File: src/rtl/transpose_buffer_pkg.sv
// transpose_buffer_pkg: shared coefficient width, block size and fill/drain state type
package transpose_buffer_pkg;
  localparam int COEF_W = 8;
  localparam int BLK_N = 8;
  typedef logic [COEF_W-1:0] coef_t;
  typedef enum logic {FILL, DRAIN} state_t;
endpackage

File: src/rtl/transpose_buffer.sv
// transpose_buffer: collects an NxN block row by row, then replays it column by column
import transpose_buffer_pkg::*;
module transpose_buffer #(
  parameter int WIDTH = COEF_W,
  parameter int N = BLK_N,
  localparam int IW = $clog2(N)
) (
  input  logic             clk,
  input  logic             rst,
  input  logic             ena_in,
  output logic             rdy_out,
  input  logic [WIDTH-1:0] in,
  input  logic             rdy_in,
  output logic             ena_out,
  output logic [WIDTH-1:0] out
);
  state_t state;
  logic [IW-1:0] r, c;
  logic [WIDTH-1:0] mem [N][N];
  logic we, last;
  always_comb begin
    rdy_out = state == FILL;
    ena_out = state == DRAIN && (rdy_in || r != '0);
    out = mem[r][c];
    we = rdy_out && ena_in && !rst;
    last = r == IW'(N - 1) && c == IW'(N - 1);
  end
  // N is a power of two, so the counters wrap to zero on their own at the block end
  always_ff @(posedge clk) begin
    if (rst) begin
      state <= FILL;
      r <= '0;
      c <= '0;
    end else if (we) begin
      c <= c + 1'b1;
      if (c == IW'(N - 1)) r <= r + 1'b1;
      if (last) state <= DRAIN;
    end else if (ena_out) begin
      r <= r + 1'b1;
      if (r == IW'(N - 1)) c <= c + 1'b1;
      if (last) state <= FILL;
    end
  end
  always_ff @(posedge clk) begin
    if (we) mem[r][c] <= in;
  end
endmodule
File: config.mk
export PLATFORM = sky130hd
export DESIGN_NAME = transpose_buffer
export DESIGN_NICKNAME = d
export VERILOG_FILES = /design/src/rtl/transpose_buffer_pkg.sv /design/src/rtl/transpose_buffer.sv
export SDC_FILE = /design/constraint.sdc
export NUM_CORES = 1
export LEC_CHECK = 0
export BUFFER_PORTS_ARGS = -buffer_cell sky130_fd_sc_hd__buf_4
export CAP_MARGIN = 20
export CORE_ASPECT_RATIO = 0.5
export CORE_MARGIN = 2
export CORE_UTILIZATION = 50
export DETAILED_ROUTE_END_ITERATION = 6
export GPL_TIMING_DRIVEN = 0
export PLACE_DENSITY = 0.65
export SYNTH_ARGS = -nofsm -noshare
export SYNTH_HDL_FRONTEND = slang
export SYNTH_SLANG_ARGS = --single-unit
File: constraint.sdc
create_clock -name clk -period 4.7 [get_ports clk]
set_clock_uncertainty 0.1 [all_clocks]
set_input_delay 0.235 -clock clk [delete_from_list [all_inputs] [get_ports clk]]
set_output_delay 0.235 -clock clk [all_outputs]
set_load 0.1 [all_outputs]
Word level (Yosys, flattened, before mapping)
Memories as Yosys holds them, arrays and structs flattened. A register that Yosys moved wholly into a read port is not among the register bits.
Cells that the tools add are included.
{ "word_totals": {"ff_bits": 7, "latchBits": 0, "ram_bits": 512, "romBits": 0, "input_bits": 12, "elab_cells": 45, "memories": 1} }
{ "mem_list": {"columns": ["memory", "depth", "word_bits", "rd", "rd_ports_with_merged_regs", "write_ports", "line_no", "source"], "rows": [
  ["mem", 8, 64, 1, 1, 1, "transpose_buffer.sv:19", "logic [WIDTH-1:0] mem [N][N];"]
]} }
{ "op_classes": {"addsub": 2, "multipliers": 0, "div_mod_pow": 0, "order_cmp": 2, "n_eq_ne": 3, "shifts": 0, "mux": 19, "bitwise": 2, "reduce_logical": 13} }
{ "op_table": {"columns": ["operator", "n"], "rows": [
  ["two-way mux 64 bit", 1],
  ["binary-select mux 8 bit (select 3 bit)", 1],
  ["demux 8 bit (select 3 bit)", 1],
  ["two-way mux 3 bit", 8],
  ["two-way mux 8 bit", 3],
  ["adder 3 x 1 -> 3 bit, second input constant", 2],
  ["== test 3 bit, second input constant", 2],
  ["AND reduction 2 bit", 3],
  ["logical AND 1 bit", 5],
  ["two-way mux 1 bit", 5],
  [">= comparator 4 bit, second input constant", 1],
  ["< comparator 4 x 1 -> 1 bit, second input constant", 1],
  ["inverter 3 -> 4 bit", 1],
  ["nonzero test 2 bit", 2],
  ["nonzero test 3 bit", 1],
  ["!= test 2 x 1 -> 1 bit, second input constant", 1],
  ["zero test 1 bit", 1],
  ["logical OR 1 bit", 1],
  ["inverter 1 bit", 1]
]} }

Longest topological paths before layout
{ "logic_depth": {"depth_word": 7, "ltp_mapped": 9, "mapped_depth_nobuf": 7} }

Worst setup path after synthesis
No wires, ideal clock.
{ "synth_timing": {"kind": "reg2reg", "from": "register state", "to": "register c[1]", "setup_ns": 0.127, "arrival_ns": 2.890, "slack_ns": 1.582, "path_stages_with_launch": 6, "n_path_buf": 0, "period_less_slack_ns": 3.118, "path_cell_list": "dfxtp_1 -> inv_1 -> nor2_1 -> a21oi_1 -> mux2i_1 -> nor2_1"} }
{ "synth_via": {"elab_chain_cells": 5, "elab_cells_between_ends": 8} }
{ "synth_rtl": {"columns": ["element", "line_no", "source"], "rows": [
  ["start, declared", "transpose_buffer.sv:17", "state_t state;"],
  ["start signal, assigned", "transpose_buffer.sv:31", "state <= FILL;"],
  ["start signal, assigned", "transpose_buffer.sv:37", "if (last) state <= DRAIN;"],
  ["start signal, assigned", "transpose_buffer.sv:41", "if (last) state <= FILL;"],
  ["inverter 1 bit *", "transpose_buffer.sv:22", "rdy_out = state == FILL;"],
  ["via rdy_out", "transpose_buffer.sv:11", "output logic rdy_out,"],
  ["logical AND 1 bit * (2 in a row)", "transpose_buffer.sv:25", "we = rdy_out && ena_in && !rst;"],
  ["nonzero test 2 bit (no source line)", null, null],
  ["AND reduction 2 bit (no source line)", null, null],
  ["end signal, assigned", "transpose_buffer.sv:35", "c <= c + 1'b1;"],
  ["end signal, assigned", "transpose_buffer.sv:40", "if (r == IW'(N - 1)) c <= c + 1'b1;"],
  ["end, declared", "transpose_buffer.sv:18", "logic [IW-1:0] r, c;"]
]} }
Mark *: on every way through the listed nets, which the timed path passes. The rest lies on a longest branch.
A chain may end at the register's enable or synchronous reset.

==> results.sh <==
export IMPL_antenna_found_initial=1
export IMPL_gr_total_overflow=0
export IMPL_globalplace_congestion=0.942
export IMPL_final_max_slew_violation_count=0
export IMPL_p_sw_share_pct=20.4
export IMPL_leakage_nw=6.74
export IMPL_yosysUniqueCellTypes=40
export IMPL_ys_async_sr_fraction_pct=0
export IMPL_wl_per_cell_um=32.0
export IMPL_cts_path_max_buffers=3
export IMPL_wl_mm=52.7
export IMPL_syn_to_final_growth_pct=11.3
export IMPL_grt_max_degree=65
export IMPL_arrival_ns=4.40
export IMPL_maxCapViolCount=0
export IMPL_max_slew_margin_pct=19.4
export IMPL_ctsRootBufferMaster="clkbuf_16"
export IMPL_rsz0062_at_grt="false"
export IMPL_start_util_pct=50.6
export IMPL_clk_pin_slew_ns=0.06
export IMPL_syn_area_um2=20400
export IMPL_fp_dieW_um=289
export IMPL_synth_seq_cells=522
export IMPL_clock_fmax_ghz=0.211
export IMPL_grt_pass1_wl_mm=74.4
export IMPL_first_pass_iters=5
export IMPL_combPwrFrac_pct=2.7
export IMPL_worst_slack_ns=-0.0358
export IMPL_period_share_pct=101
export IMPL_drt_iter0_drc=1551
export IMPL_post_cts_setup_buffers=0
export IMPL_synthCells=995
export IMPL_crit_path_start_kind="register"
export IMPL_p_int_mw=7.00
export IMPL_drt_antenna_violating_nets=0
export IMPL_rows=52
export IMPL_port_buffers=20
export IMPL_status="finished with violations"
export IMPL_nets=1088
export IMPL_finalSetupViolations=1
export IMPL_viasPerCell=6.35
export IMPL_dpl_hpwl_mm=33.8
export IMPL_seq_area_frac_synth_pct=76.5
export IMPL_failed_checks="setup timing"
export IMPL_drc=0
export IMPL_synth_ff_type="edfxtp_1"
export IMPL_dp_cells=1562
export IMPL_end_kind="output port"
export IMPL_htree_levels=2
export IMPL_power_mw=8.80
export IMPL_required_ns=4.37
export IMPL_clock_latency_ns=0.56
export IMPL_power_density_nw_per_um2=388
export IMPL_die_h_um=147
export IMPL_fin_cells=1648
export IMPL_hold_viol=0
export IMPL_grt_usage_pct=25.5
export IMPL_numCtsBuffers=45
export IMPL_power_switching_mw=1.80
export IMPL_routed_via_count=10500
export IMPL_dp_slack_ns=0.688
export IMPL_core_um2=40300
export IMPL_grt_pass1_vias=10300
export IMPL_drive_gt1_share_pct=19.6
export IMPL_layout_common_cells="edfxtp_1, mux4_2, mux2i_1, nor2_1, clkbuf_16"
export IMPL_pwr_share_seq_pct=58.2
export IMPL_crit_fanout=10
export IMPL_timing_hold_ws_ns=0.0851
export IMPL_synth_fp_nets=1012
export IMPL_synth_edf_count=512
export IMPL_hold_depth=4
export IMPL_hold_path_class="input pin to register"
export IMPL_fin_crit_ns=4.74
export IMPL_critical_path_class="register to output port"
export IMPL_io_pins=22
export IMPL_tightest_slew_ns=1.20
export IMPL_rr_worst_depth=3
export IMPL_fp_dieArea_um2=42500
export IMPL_yosysWarnings=0
export IMPL_clock_sinks=522
export IMPL_clockPowerShare_pct=39.2
export IMPL_peakVddDrop_v=0.000231
export IMPL_syn_avg_cell_area_um2=20.5
export IMPL_cts_tree="yes"
export IMPL_final_common_cell="edfxtp_1"
final cells by class:
cell class	instances	area [um^2]
Antenna cell	1	2.50
Multi-Input combinational cell	418	4510
Sequential cell	522	15600
Timing Repair Buffer	29	275
Inverter	3	11.3
Fill cell	2947	17600
Clock inverter	24	109
Clock buffer	59	1230
Buffer	52	270
Tap cell	540	676
kinds of logic after synthesis:
group | count (synthesis) | synth area share (%)
AO/OA/AOI/OAI | 54 | 1.80
buffers and inverters | 55 | 1.38
AND/OR/NAND/NOR | 163 | 3.72
XOR/XNOR | 2 | 0.0860
flip-flops | 522 | 76.5
multiplexers | 194 | 16.2
adder cells (fa/ha/maj) | 5 | 0.307
stage by stage:
step / TNS [ns] / utilization (%) / cell area, um^2
5_1_grt: 0 / 56.3 / 22700
2_1_floorplan: 0 / - / 20400
4_1_cts: 0 / 56.3 / 22700
3_3_place_gp: 0 / 52.6 / 21200
6_report: -0.0358 / 56.3 / 22700
3_5_place_dp: 0 / 52.9 / 21300
registers in the layout, indices dropped and copies added (netlist names), named ones only:
name   count
c          3
mem      512
state      1
r          3
path summary, 6_finish.rpt:
check,to,startpoint,slack [ns]
worst min-delay path,state$_SDFFE_PP0P_,rdy_in,0.09
worst max register to register,mem[5][54]$_DFFE_PP_,state$_SDFFE_PP0P_,1.62
worst max-delay path,out[4],register,-0.04
worst min register to register,state$_SDFFE_PP0P_,state$_SDFFE_PP0P_,0.48
synthesized netlist by cell type (all sizes together), types with 6 or more instances:
library cell	number	area share, %
edfxtp	512	75
mux4	109	12
mux2i	85	4.2
nor2	82	1.5
buf	33	0.98
nand3	24	0.59
nand2	22	0.41
clkbuf	19	0.35
o22ai	19	0.58
a22oi	13	0.48
dfxtp	10	0.98
a21oi	7	0.17
or4	7	0.26
nand4	6	0.18
o211ai	6	0.22
routing by layer:
metal,GRT usage [%],vias up,share of wire [%]
met3,8.93,82,13
met2,37.0,586,44
met5,0,-,0
met1,37.3,5537,41
met4,6.11,0,2.3
li1,-,4262,-
worst max-delay path, cell delays in order, from the launching register on:
cell,delay (ns)
dfxtp_1,0.32
buf_4,0.25
buf_2,0.39
buf_2,0.53
buf_1,0.89
mux2i_1,0.56
o22ai_1,0.24
nor2_1,0.22
nand3_1,0.13
buf_4,0.26
power by group through the flow:
stage               sequential (mW)  clock [mW]  combinational [mW]
floorplan                      5.22           0               0.110
global placement               5.22           0               0.225
detailed placement             5.22           0               0.231
CTS                            5.12        3.47               0.232
global route                   5.11        3.66               0.244
finish                         5.12        3.45               0.234
timing repair:
item	4_1_cts	5_1_grt
gates resized for setup	0	0
hold endpoints to repair	8	0
hold buffers	2	0
setup endpoints to repair	0	0
No activity file was read; power rests on OpenSTA's default activity.
